===== src/rtl/inst_fetch_pkg.sv =====
// Shared instruction-field masks and fetch FSM encodings, used identically
// by the decoder and the fetch unit.
package inst_fetch_pkg;

    localparam logic [15:0] ONE_ARG_MASK = 16'hC000;
    localparam logic [15:0] ONE_ARG_VAL  = 16'h8000;
    localparam logic [15:0] SRC_MASK     = 16'h0600;
    localparam logic [15:0] SRC_DATA     = 16'h0200;

    typedef enum logic [1:0] {
        FETCH_HI   = 2'd0,
        FETCH_LO   = 2'd1,
        FETCH_DATA = 2'd2,
        ISSUE      = 2'd3
    } fetch_state_t;

    // One-arg instruction whose source is the trailing data byte.
    function automatic logic needs_data(input logic [15:0] i);
        return ((i & ONE_ARG_MASK) == ONE_ARG_VAL) && ((i & SRC_MASK) == SRC_DATA);
    endfunction

endpackage


===== src/rtl/inst_fetch.sv =====
// Instruction fetch: assembles 16-bit instructions plus optional data byte from
// byte-wide program memory and holds them for the execute stage until ack.
module inst_fetch
    import inst_fetch_pkg::*;
#(
    parameter int              PC_W     = 8,
    parameter logic [PC_W-1:0] RESET_PC = '0
) (
    input  logic            clk,
    input  logic            rst,
    output logic            mem_rd,
    output logic [PC_W-1:0] mem_addr,
    input  logic            mem_ready,
    input  logic [7:0]      mem_rdata,
    output logic [15:0]     inst,
    output logic [7:0]      data,
    output logic            en,
    input  logic            ack,
    input  logic            jump,
    input  logic [PC_W-1:0] jump_target,
    output logic [PC_W-1:0] pc
);

    fetch_state_t    state, state_nxt;
    logic [PC_W-1:0] pc_r;
    logic [15:0]     inst_r;
    logic [7:0]      data_r;
    logic            byte_taken;

    assign mem_rd     = (state != ISSUE) && !rst;
    assign mem_addr   = pc_r;
    assign en         = (state == ISSUE);
    assign pc         = pc_r;
    assign inst       = inst_r;
    assign data       = data_r;
    assign byte_taken = mem_rd && mem_ready;

    always_comb begin
        state_nxt = state;
        case (state)
            FETCH_HI: begin
                if (byte_taken) state_nxt = FETCH_LO;
            end
            FETCH_LO: begin
                // Decide on the fully assembled word, including the byte arriving now.
                if (byte_taken)
                    state_nxt = needs_data({inst_r[15:8], mem_rdata}) ? FETCH_DATA : ISSUE;
            end
            FETCH_DATA: begin
                if (byte_taken) state_nxt = ISSUE;
            end
            ISSUE: begin
                if (ack) state_nxt = FETCH_HI;
            end
            default: state_nxt = FETCH_HI;
        endcase
    end

    always_ff @(posedge clk) begin
        if (rst) begin
            state  <= FETCH_HI;
            pc_r   <= RESET_PC;
            inst_r <= '0;
            data_r <= '0;
        end else begin
            state <= state_nxt;
            if (byte_taken) pc_r <= pc_r + PC_W'(1);
            case (state)
                FETCH_HI: begin
                    if (byte_taken) begin
                        inst_r[15:8] <= mem_rdata;
                        data_r       <= '0;
                    end
                end
                FETCH_LO: begin
                    if (byte_taken) inst_r[7:0] <= mem_rdata;
                end
                FETCH_DATA: begin
                    if (byte_taken) data_r <= mem_rdata;
                end
                ISSUE: begin
                    // pc already points past the instruction; only a taken branch moves it.
                    if (ack && jump) pc_r <= jump_target;
                end
                default: ;
            endcase
        end
    end

endmodule


===== config.mk =====
export PLATFORM = sky130hd
export DESIGN_NAME = inst_fetch
export DESIGN_NICKNAME = d
export VERILOG_FILES = /design/src/rtl/inst_fetch_pkg.sv /design/src/rtl/inst_fetch.sv
export SDC_FILE = /design/constraint.sdc
export NUM_CORES = 1
export LEC_CHECK = 0
export ABC_AREA = 1
export BUFFER_PORTS_ARGS = -buffer_cell sky130_fd_sc_hd__buf_2
export CAP_MARGIN = 20
export CORE_MARGIN = 2
export CORE_UTILIZATION = 40
export DETAILED_ROUTE_END_ITERATION = 10
export GPL_ROUTABILITY_DRIVEN = 1
export PLACE_DENSITY = 0.76
export SYNTH_ARGS = -nofsm -noshare
export SYNTH_HDL_FRONTEND = slang
export SYNTH_SLANG_ARGS = --single-unit

===== constraint.sdc =====
create_clock -name clk -period 2.1 [get_ports clk]
set_clock_uncertainty 0.1 [all_clocks]
set_input_delay 0.105 -clock clk [delete_from_list [all_inputs] [get_ports clk]]
set_output_delay 0.105 -clock clk [all_outputs]
set_load 0.1 [all_outputs]

==> impl_metrics.csv <==
group,metric,value,unit
finish,final_cell_area,2110,sq um
floorplan,rows,23,
floorplan,die_h,67.8,microns
detailed_routing,wl_per_cell,11.3,microns
global_routing,grt_pass1_wl,6080,microns
detailed_routing,drt-initial-drc-count,37,
logic_synthesis,synth_edf_count,0,
clock_tree,clock_latency,0.29,ns
global_routing,grt_usage,0.174,
status,status,"completed",
finish,synthToLayoutAreaGrowth,29.4,%
logic_synthesis,synth_cell_types,22,
clock_tree,cts_buffers,5,
job,cap_violations,0,
global_routing,use_met1,0.207,
timing,maxSlewHeadroom,0.667,
worst_setup_path,reg2reg_slack,0.46,ns
logic_synthesis,yosys_register_bits,34,
logic_synthesis,yosysTopAreaCell,"dfxtp_1",
logic_synthesis,synth_most_common_cell,"nand2_1",
clock_tree,clk_pin_slew_worst_paths,0.07,ns
logic_synthesis,syn_nets,257,
detailed_routing,routed_wl,3900,microns
pwr,combinationalPowerShare,0.415,
detailed_routing,ant_nets,0,
pwr,vdd_drop_max,613,uV
global_routing,overflow,0,
place,io_buffers,62,
logic_synthesis,synth_area_leaders,"dfxtp_1 (42%), nand2_1 (14%), a21oi_1 (8.0%)",
logic_synthesis,syn_inst,230,
clock_tree,cts_tree,"built",
logic_synthesis,synth.top_cells.by_count,"nand2_1 (59), dfxtp_1 (34), a21oi_1 (26)",
global_routing,grt_pass1_vias,1411,
pwr,leakagePower,1.03,nW
global_routing,grt_start_max_net_pins,32,
worst_setup_path,crit_start,"state[0]$_SDFFE_PP0P_",
detailed_routing,vias,1631,
pwr,p_per_area,1030,nW/um^2
logic_synthesis,yosys_warnings,0,
clock_tree,cts_setup_buffers,0,
pwr,total_power,0.00217,W
timing,worst_pin_slew,0.503,ns
finish,drive_above_1_share,0.276,
logic_synthesis,syn-cell-area,1630,sq um
logic_synthesis,synth_top_cell_area_share,0.417,
global_routing,use_met2,0.299,
logic_synthesis,synth_async_sr_flop_share,0,
timing,slew_viol_final,0,
timing,fin_crit,1.64,ns
detailed_routing,drtPass1Iterations,4,
worst_setup_path,timing.rr.end,"data[5]$_SDFFE_PP0P_",
worst_setup_path,cp.required,2.22,ns
finish,fin_nets,320,
floorplan,core-area,3970,sq um
pwr,sw_frac_of_total,0.470,
worst_setup_path,path_cells,"inv_1, ha_1, o21ai_2, nand2_1, a21oi_1",
detailed_routing,vias_per_cell,4.74,
timing,period_share,0.781,
clock_tree,clkSinkCount,34,
pwr,clock_power_share,0.233,
worst_setup_path,cp.arrival,1.76,ns
floorplan,top_level_ports,63,
place,dp.cells,328,
pwr,p_int,0.00115,W
clock_tree,cts_root_buf,"clkbuf_8",
timing,setup_viol_count_final,0,
worst_setup_path,critPathMaxFanout,9,
pwr,power_frac_seq,0.352,
worst_setup_path,slowest_stage,"dfxtp_1",
min_path,min_path_type,"primary input to flop",
finish,fillers,374,
global_routing,top_usage_layer,"met2",
worst_setup_path,critPathCaptureType,"flop",
worst_setup_path,startpoint_type,"flop",
worst_setup_path,reg2reg_from,"state[0]$_SDFFE_PP0P_",
worst_setup_path,worst_r2r_path_depth,5,
logic_synthesis,syn_avg_cell_area,7.09,sq um
detailed_routing,route.detailed.drc,0,
finish,layout.cells.non_filler,344,
timing,fmax,610,MHz
place,hpwl,2760,microns
worst_setup_path,cpPeakStageDelay,0.42,ns
global_routing,antenna_found_initial,0,
logic_synthesis,ys.flop_type,"dfxtp_1",
clock_tree,htree_levels,2,
finish,diodes,0,
min_path,hold_start,"mem_rdata[5]",
timing,rsz0062_at_grt,"false",
floorplan,die_width,67.8,microns
timing,final.setup.tns,0,ns
logic_synthesis,synth-seq-area-share,0.417,
worst_setup_path,crit_end,"data[5]$_SDFFE_PP0P_",
global_routing,met3_usage,0.0576,
place,placed_cell_area,1930,sq um
place,gp_congestion,0.762,
clock_tree,clk_path_buf_depth,2,
floorplan,start_util,0.411,
worst_setup_path,path_class,"flop to flop",
timing,hold_viol,0,
pwr,p_sw,0.00102,W
floorplan,fp.dieArea,4600,sq um
==> worst max-delay path, delay by kind of cell, from the launching register on <==
family	cells	cell delay (ns)
AOI/OAI and AO/OA	2	0.50
adders and majority gates	1	0.33
buffers and inverters	1	0.12
DFF	1	0.42
and+or+nand+nor	1	0.10
==> metrics by stage <==
step | setup WS (ns) | utilization | hold WS [ns]
after floorplan | 0.0588 | - | 0.152
after global placement | 0.501 | 0.487 | 0.262
after detailed placement | 0.448 | 0.487 | 0.294
after CTS | 0.448 | 0.531 | 0.00243
after global routing | 0.320 | 0.531 | 0.00905
final | 0.460 | 0.531 | 0.00636
==> sequential cells by signal (all words and copies together) (netlist names) <==
register  count
data          8
inst         16
mem_addr      8
state         2
==> power by group through the flow <==
stage               combinational (W)  sequential, W  clock (W)
global placement             0.000879       0.000775          0
global route                 0.000954       0.000773   0.000538
CTS                          0.000902       0.000763   0.000519
detailed placement           0.000889       0.000777          0
floorplan                    0.000400        0.00113          0
finish                       0.000901       0.000763   0.000506
==> worst min path at each step <==
stage                                         to  cells after the start
after CTS                   data[5]$_SDFFE_PP0P_                      3
final                       data[5]$_SDFFE_PP0P_                      3
after detailed placement  mem_addr[1]$_SDFF_PP0_                      3
after floorplan             data[0]$_SDFFE_PP0P_                      2
after global routing        data[5]$_SDFFE_PP0P_                      3
after global placement    mem_addr[1]$_SDFF_PP0_                      3
==> logic make-up (layout without fill, tap and decap cells) <==
| group | Yosys count | in the layout | synth area share |
|---|---|---|---|
| compound gates | 37 | 37 | 0.120 |
| flops | 34 | 34 | 0.417 |
| buf+inv | 40 | 104 | 0.119 |
| simple gates | 112 | 112 | 0.292 |
| xor+xnor | 1 | 1 | 0.00537 |
| fa+ha+maj | 6 | 6 | 0.0460 |
==> cells in the final DEF (no fill, tap or decap), types with 2 or more instances in the layout <==
cell type / n
nand2_1: 58
buf_2: 62
dlygate4sd3_1: 8
nand3_1: 25
o21ai_0: 4
ha_1: 5
a21oi_1: 26
inv_1: 23
nor2_4: 3
nor2_1: 22
clkbuf_8: 6
o211ai_1: 2
o21ai_1: 3
dfxtp_1: 34
nand2_2: 2
buf_4: 2
==> metal layers <==
layer,up-vias,routed length [microns]
li1,851,-
met1,730,1790
met2,46,1830
met3,4,252
met4,0,27
met5,-,0
==> cell type report <==
| class | count | area, sq um | share of cell area |
|---|---|---|---|
| Multi-Input combinational cell | 156 | 776 | 0.368 |
| Sequential cell | 34 | 681 | 0.323 |
| Timing Repair Buffer | 72 | 405 | 0.192 |
| Inverter | 24 | 90.1 | 0.0427 |
| Clock buffer | 6 | 82.6 | 0.0391 |
| Tap cell | 50 | 62.6 | 0.0297 |
| Clock inverter | 2 | 12.5 | 0.00593 |
==> repair_timing <==
action                    4_1_cts  5_1_grt
hold endpoints to repair        8        0
hold buffers                    8        0
resized for setup               0        0
Note: power is estimated with default switching activity, not from simulation.
